==> src/rtl/dec_vec_issue_q.sv <==
// Vector issue queue: executes vsetvli in-line (architectural vl/vtype) and buffers the other
// vector ops in a FIFO, stamping each with the vl/vtype live at enqueue.
module dec_vec_issue_q #(
   parameter int unsigned DEPTH = 4,
   parameter int unsigned VLEN  = 128
) (
   input  logic        clk,
   input  logic        rst_l,
   input  logic        flush,
   input  logic        in_valid,
   output logic        in_ready,
   input  logic        in_vsetvli,
   input  logic [5:0]  in_class,
   input  logic [31:0] in_instr,
   input  logic [31:0] in_rs1_val,
   input  logic        in_rs1_x0,
   input  logic        in_rd_x0,
   output logic        out_valid,
   input  logic        out_ready,
   output logic [31:0] out_instr,
   output logic [5:0]  out_class,
   output logic [31:0] out_rs1_val,
   output logic [10:0] out_vl,
   output logic [5:0]  out_vtype,
   output logic        vl_wb_valid,
   output logic [4:0]  vl_wb_rd,
   output logic [31:0] vl_wb_data,
   output logic [10:0] cfg_vl,
   output logic [5:0]  cfg_vtype
);

   localparam int unsigned AW = $clog2(DEPTH);
   localparam int unsigned EW = 32 + 6 + 32 + 11 + 6;

   logic [EW-1:0] mem_q [DEPTH];
   logic [AW:0]   wptr_q, rptr_q;
   logic          full, empty, accept, set_vl, push, pop;

   logic [10:0]   cfg_vl_q;
   logic [5:0]    cfg_vtype_q;
   logic          wb_valid_q;
   logic [4:0]    wb_rd_q;
   logic [10:0]   wb_vl_q;

   logic [10:0]   zimm;
   logic [2:0]    vsew;
   logic [1:0]    vlmul;
   logic [31:0]   vlmax, cur_vlmax, avl;
   logic          illegal;
   logic [10:0]   vl_new;
   logic [5:0]    vtype_new;

   assign full      = (wptr_q[AW] != rptr_q[AW]) && (wptr_q[AW-1:0] == rptr_q[AW-1:0]);
   assign empty     = (wptr_q == rptr_q);
   assign in_ready  = !full;
   assign out_valid = !empty;

   assign accept = in_valid & in_ready & ~flush;
   assign set_vl = accept & in_vsetvli;
   assign push   = accept & ~in_vsetvli;
   assign pop    = out_valid & out_ready & ~flush;

   assign {out_instr, out_class, out_rs1_val, out_vl, out_vtype} = mem_q[rptr_q[AW-1:0]];

   assign cfg_vl      = cfg_vl_q;
   assign cfg_vtype   = cfg_vtype_q;
   assign vl_wb_valid = wb_valid_q & ~flush;
   assign vl_wb_rd    = wb_rd_q;
   assign vl_wb_data  = {21'd0, wb_vl_q};

   always_comb begin
      zimm      = in_instr[30:20];
      vsew      = zimm[5:3];
      vlmul     = zimm[1:0];
      vlmax     = (32'(VLEN) >> (32'd3 + 32'(vsew))) << vlmul;
      cur_vlmax = (32'(VLEN) >> (32'd3 + 32'(cfg_vtype_q[4:2]))) << cfg_vtype_q[1:0];
      if (!in_rs1_x0) begin
         avl = in_rs1_val;
      end else if (!in_rd_x0) begin
         avl = vlmax;
      end else begin
         avl = {21'd0, cfg_vl_q};
      end
      // Keep-vl form is only legal when VLMAX is unchanged (and the old vtype was legal).
      illegal = (vsew > 3'd2) | zimm[2] | (zimm[10:6] != 5'd0)
              | (in_rs1_x0 & in_rd_x0 & (cfg_vtype_q[5] | (vlmax != cur_vlmax)));
      vl_new    = illegal ? 11'd0 : 11'((avl < vlmax) ? avl : vlmax);
      vtype_new = illegal ? 6'b100000 : {1'b0, vsew, vlmul};
   end

   always_ff @(posedge clk or negedge rst_l) begin
      if (!rst_l) begin
         cfg_vl_q    <= '0;
         cfg_vtype_q <= 6'b100000;
         wb_valid_q  <= 1'b0;
         wb_rd_q     <= '0;
         wb_vl_q     <= '0;
      end else begin
         wb_valid_q <= set_vl & ~in_rd_x0;
         if (set_vl) begin
            cfg_vl_q    <= vl_new;
            cfg_vtype_q <= vtype_new;
            wb_rd_q     <= in_instr[11:7];
            wb_vl_q     <= vl_new;
         end
      end
   end

   always_ff @(posedge clk or negedge rst_l) begin
      if (!rst_l) begin
         wptr_q <= '0;
         rptr_q <= '0;
         for (int i = 0; i < int'(DEPTH); i++) begin
            mem_q[i] <= '0;
         end
      end else if (flush) begin
         wptr_q <= '0;
         rptr_q <= '0;
      end else begin
         if (push) begin
            mem_q[wptr_q[AW-1:0]] <= {in_instr, in_class, in_rs1_val, cfg_vl_q, cfg_vtype_q};
            wptr_q <= wptr_q + (AW+1)'(1);
         end
         if (pop) begin
            rptr_q <= rptr_q + (AW+1)'(1);
         end
      end
   end

endmodule

==> config.mk <==
export PLATFORM = sky130hd
export DESIGN_NAME = dec_vec_issue_q
export DESIGN_NICKNAME = d
export VERILOG_FILES = /design/src/rtl/dec_vec_issue_q.sv
export SDC_FILE = /design/constraint.sdc
export NUM_CORES = 1
export LEC_CHECK = 0
export BUFFER_PORTS_ARGS = -buffer_cell sky130_fd_sc_hd__buf_2
export CAP_MARGIN = 30
export CELL_PAD_IN_SITES_DETAIL_PLACEMENT = 1
export CELL_PAD_IN_SITES_GLOBAL_PLACEMENT = 1
export CORE_MARGIN = 1.5
export CORE_UTILIZATION = 50
export CTS_BUF_LIST = sky130_fd_sc_hd__clkbuf_16
export DETAILED_ROUTE_END_ITERATION = 7
export GPL_TIMING_DRIVEN = 0
export PLACE_DENSITY_LB_ADDON = 0.1
export SYNTH_ARGS = -nofsm -noshare
export SYNTH_HDL_FRONTEND = slang
export SYNTH_SLANG_ARGS = --single-unit
==> constraint.sdc <==
create_clock -name clk -period 6.4 [get_ports clk]
set_input_delay 0.96 -clock clk [delete_from_list [all_inputs] [get_ports clk]]
set_output_delay 0.96 -clock clk [all_outputs]
set_load 0.02 [all_outputs]
==> metrics.cfg <==
[status]
outcome=finished clean

[global_routing]
grt_pass1_vias=11880
grt_util_all_layers_pct=24.44
antenna_found_initial=2
grt_first_pass_wirelength_um=68530
maximum_number_of_pins_on_one_net_before_global_route_repair=123
global_route.overflow_total=0

[clock_tree]
cts-hold-fix-buffers=0
cts_setup_buffers=0
cts-buffers-inserted=43
worst_setup_hold_path_clk_slew_ns=0.05
clock-root-buffer=sky130_fd_sc_hd__clkbuf_16
ctsResizeCount=0
clkLatencyLatePin_ns=0.54
cts.path.max_buffers=3
cts_htree_levels=2
cts_tree=done
clock_sinks=377

[placement]
port_buffers=197
globalplace.congestion=0.8227
dp_hpwl_um=29270

[worst_hold_path]
holdCritPathClass=primary input to async pin

[synthesis]
ys_top_cells_by_count=sky130_fd_sc_hd__dfrtp_1 (376), sky130_fd_sc_hd__mux2_1 (221), sky130_fd_sc_hd__mux2_2 (112)
syn_area_per_cell_um2=14.83
ys.flop_type=sky130_fd_sc_hd__dfrtp_1
yosysUniqueCellTypes=67
synthesis.area_um2=17560
cell_with_the_most_instances_after_synthesis=sky130_fd_sc_hd__dfrtp_1
yosys_warnings=0
largest_area_contributor_in_the_netlist=sky130_fd_sc_hd__dfrtp_1
synthesis.instances=1184
synth-seq-cells=377
async_reset_ff_share_pct=100.0
yosys.area.top_type_share_pct=53.57
largest_cells_by_area_after_synthesis=sky130_fd_sc_hd__dfrtp_1 (54%), sky130_fd_sc_hd__mux2_1 (14%), sky130_fd_sc_hd__mux4_2 (11%), sky130_fd_sc_hd__mux2_2 (7.2%), sky130_fd_sc_hd__buf_4 (1.4%)
seq_area_frac_synth_pct=53.72
synth-edff-count=0

[route]
remaining_drc_errors=0
drt_iter0_markers=431
average_wire_length_per_cell_after_detail_routing_um=21.90
num_vias=10860
remaining_number_of_nets_flagged_by_the_antenna_check_after_routing=0
finalWirelength_um=42440
firstDrtPassIters=4
vias_per_cell=5.601

[worst_setup_path]
worstPathBufferInverterCount=4
regToRegSetupSlack_ns=3.42
critPathTopFamily=buffers and inverters
cp-end-kind=output port
critical_path_class=register to output port
critPathMaxStageDelay_ns=0.72
cp_max_fo=10
critical-path-slowest-cell=sky130_fd_sc_hd__clkbuf_1
worstPathRequired_ns=5.44
critical_path_arrival_ns=3.14
timing.critical_path.cells=buf_2 > clkbuf_1 > clkbuf_1 > mux4_2 > buf_2
critPathLaunchType=register

[floorplan]
i_o_pin_total=222
core-area_um2=34540
std_cell_rows=68
die_height_um=190.4
initial_utilization_pct=50.84
dieWidth_um=190.4
floorplan.die_area_um2=36260

[timing]
tightest_slew_ns=0.9244
post-route-period-util_pct=64.07
slew-limit-headroom_pct=38.38
grt_setup_unrepaired=no
clock-skew-final_ns=0.01688
hold_viol=0
period_needed_ns=4.101
finalHoldWorstSlack_ns=0.3082
setup_viol=0
finalMaxSlewViolations=0
max_clock_freq_mhz=243.9

[layout]
drive_above_1_share_pct=38.22
final_nets=1540
relative_area_change_from_synthesis_to_final_layout_pct=17.38

[job]
drv.max_cap_violation_count=0

[power]
leakagePower_nw=9.890
vdd_drop_max_mv=0.2427
total_power_mw=6.605
power.density_cell_area_nw_per_um2=320.4

## layout make-up
class / count / area (um2)
Fill cell: 3395 / 13930
Sequential cell: 377 / 9435
Multi-Input combinational cell: 704 / 7537
Clock buffer: 44 / 1101
Timing Repair Buffer: 201 / 1094
Buffer: 108 / 609.3
Tap cell: 455 / 569.3
Clock inverter: 32 / 209.0
Inverter: 15 / 56.30
Antenna cell: 2 / 5.005
## state kept, by name, indices dropped and copies added (netlist names)
name and cells:
wb_vl_q 11, mem_q 348, vl_wb_rd 5, wptr_q 3
wb_valid_q 1, rptr_q 3, cfg_vtype 6
## cells by family after synthesis
kind of cell	after synthesis	share of synthesized area (%)
multiplexers	422	32.62
adder cells (fa/ha/maj)	12	0.8549
flip-flops	377	53.72
AO/OA/AOI/OAI	95	3.883
buffers and inverters	123	3.790
other	1	0.02135
AND/OR/NAND/NOR	141	4.417
XOR/XNOR	13	0.6911
## layout by cell type, fill, tap and decap left out, types with 3 or more instances in the layout
master	netlist	layout
sky130_fd_sc_hd__dfrtp_1	376	376
sky130_fd_sc_hd__buf_2	43	239
sky130_fd_sc_hd__mux2_1	221	221
sky130_fd_sc_hd__mux2_2	112	112
sky130_fd_sc_hd__mux4_2	87	87
sky130_fd_sc_hd__nand2_1	46	46
sky130_fd_sc_hd__clkbuf_16	0	44
sky130_fd_sc_hd__o21ai_0	35	35
sky130_fd_sc_hd__buf_4	32	32
sky130_fd_sc_hd__inv_1	15	22
sky130_fd_sc_hd__clkbuf_1	22	22
sky130_fd_sc_hd__conb_1	1	21
sky130_fd_sc_hd__nor2_1	19	19
sky130_fd_sc_hd__nor2b_1	18	18
sky130_fd_sc_hd__ha_1	12	12
sky130_fd_sc_hd__clkinv_1	0	10
sky130_fd_sc_hd__clkinv_2	0	9
sky130_fd_sc_hd__o211ai_1	8	8
sky130_fd_sc_hd__a21oi_1	8	8
sky130_fd_sc_hd__nor3_1	8	8
sky130_fd_sc_hd__buf_1	7	7
sky130_fd_sc_hd__nor4_1	7	7
sky130_fd_sc_hd__xnor2_1	6	6
sky130_fd_sc_hd__xor2_1	6	6
sky130_fd_sc_hd__o21ai_2	5	5
sky130_fd_sc_hd__nand2b_1	5	5
sky130_fd_sc_hd__nand3b_1	5	5
sky130_fd_sc_hd__nand3_1	5	5
sky130_fd_sc_hd__a31oi_1	5	5
sky130_fd_sc_hd__a2bb2oi_2	5	5
sky130_fd_sc_hd__buf_6	4	4
sky130_fd_sc_hd__a21o_1	4	4
sky130_fd_sc_hd__nor4bb_1	3	3
sky130_fd_sc_hd__or2_2	3	3
sky130_fd_sc_hd__nor3b_1	3	3
sky130_fd_sc_hd__and2_1	3	3
sky130_fd_sc_hd__and4_1	3	3
sky130_fd_sc_hd__buf_16	0	3
## metal layers
layer | track usage (%) | routed length, um | vias up
met5 | 0 | 0 | -
met4 | 5.966 | 760 | 0
met3 | 4.085 | 2195 | 52
met2 | 40.34 | 20570 | 214
met1 | 33.93 | 18910 | 5744
li1 | - | - | 4845
## metrics by stage
step | setup WS (ns) | std cells | util, % | TNS (ns) | area [um2]
floorplan | 2.793 | 1204 | - | 0 | 17640
detailed placement | 2.193 | 1860 | 55.88 | 0 | 19300
global route | 2.183 | 1938 | 59.68 | 0 | 20620
finish | 2.299 | 1938 | 59.68 | 0 | 20620
CTS | 2.297 | 1936 | 59.67 | 0 | 20610
global placement | -3.088 | 1856 | 55.56 | -1146.61 | 19190
## power by group
part           leakage, nW  total (mW)  switching (mW)  internal (mW)
sequential            4.95        2.93           0.182           2.74
clock                0.670        2.29           0.967           1.32
combinational         4.27        1.39           0.729          0.658
total                 9.89        6.60            1.88           4.73
## worst paths after layout
| path | depth (start not counted) | to | start |
|---|---|---|---|
| max | 5 | out_instr[23] | rptr_q[1]$_DFFE_PN0P_ |
| min | 1 | mem_q[226]$_DFFE_PN0P_ | rst_l |
| max reg2reg | 8 | wb_vl_q[7]$_DFFE_PN0P_ | rptr_q[0]$_DFFE_PN0P_ |
| min reg2reg | 1 | mem_q[170]$_DFFE_PN0P_ | mem_q[170]$_DFFE_PN0P_ |
| max in group asynchronous | 3 | wb_vl_q[4]$_DFFE_PN0P_ | rst_l |
| min in group clk | 1 | mem_q[170]$_DFFE_PN0P_ | mem_q[170]$_DFFE_PN0P_ |
Note: power is estimated with default switching activity, not from simulation.
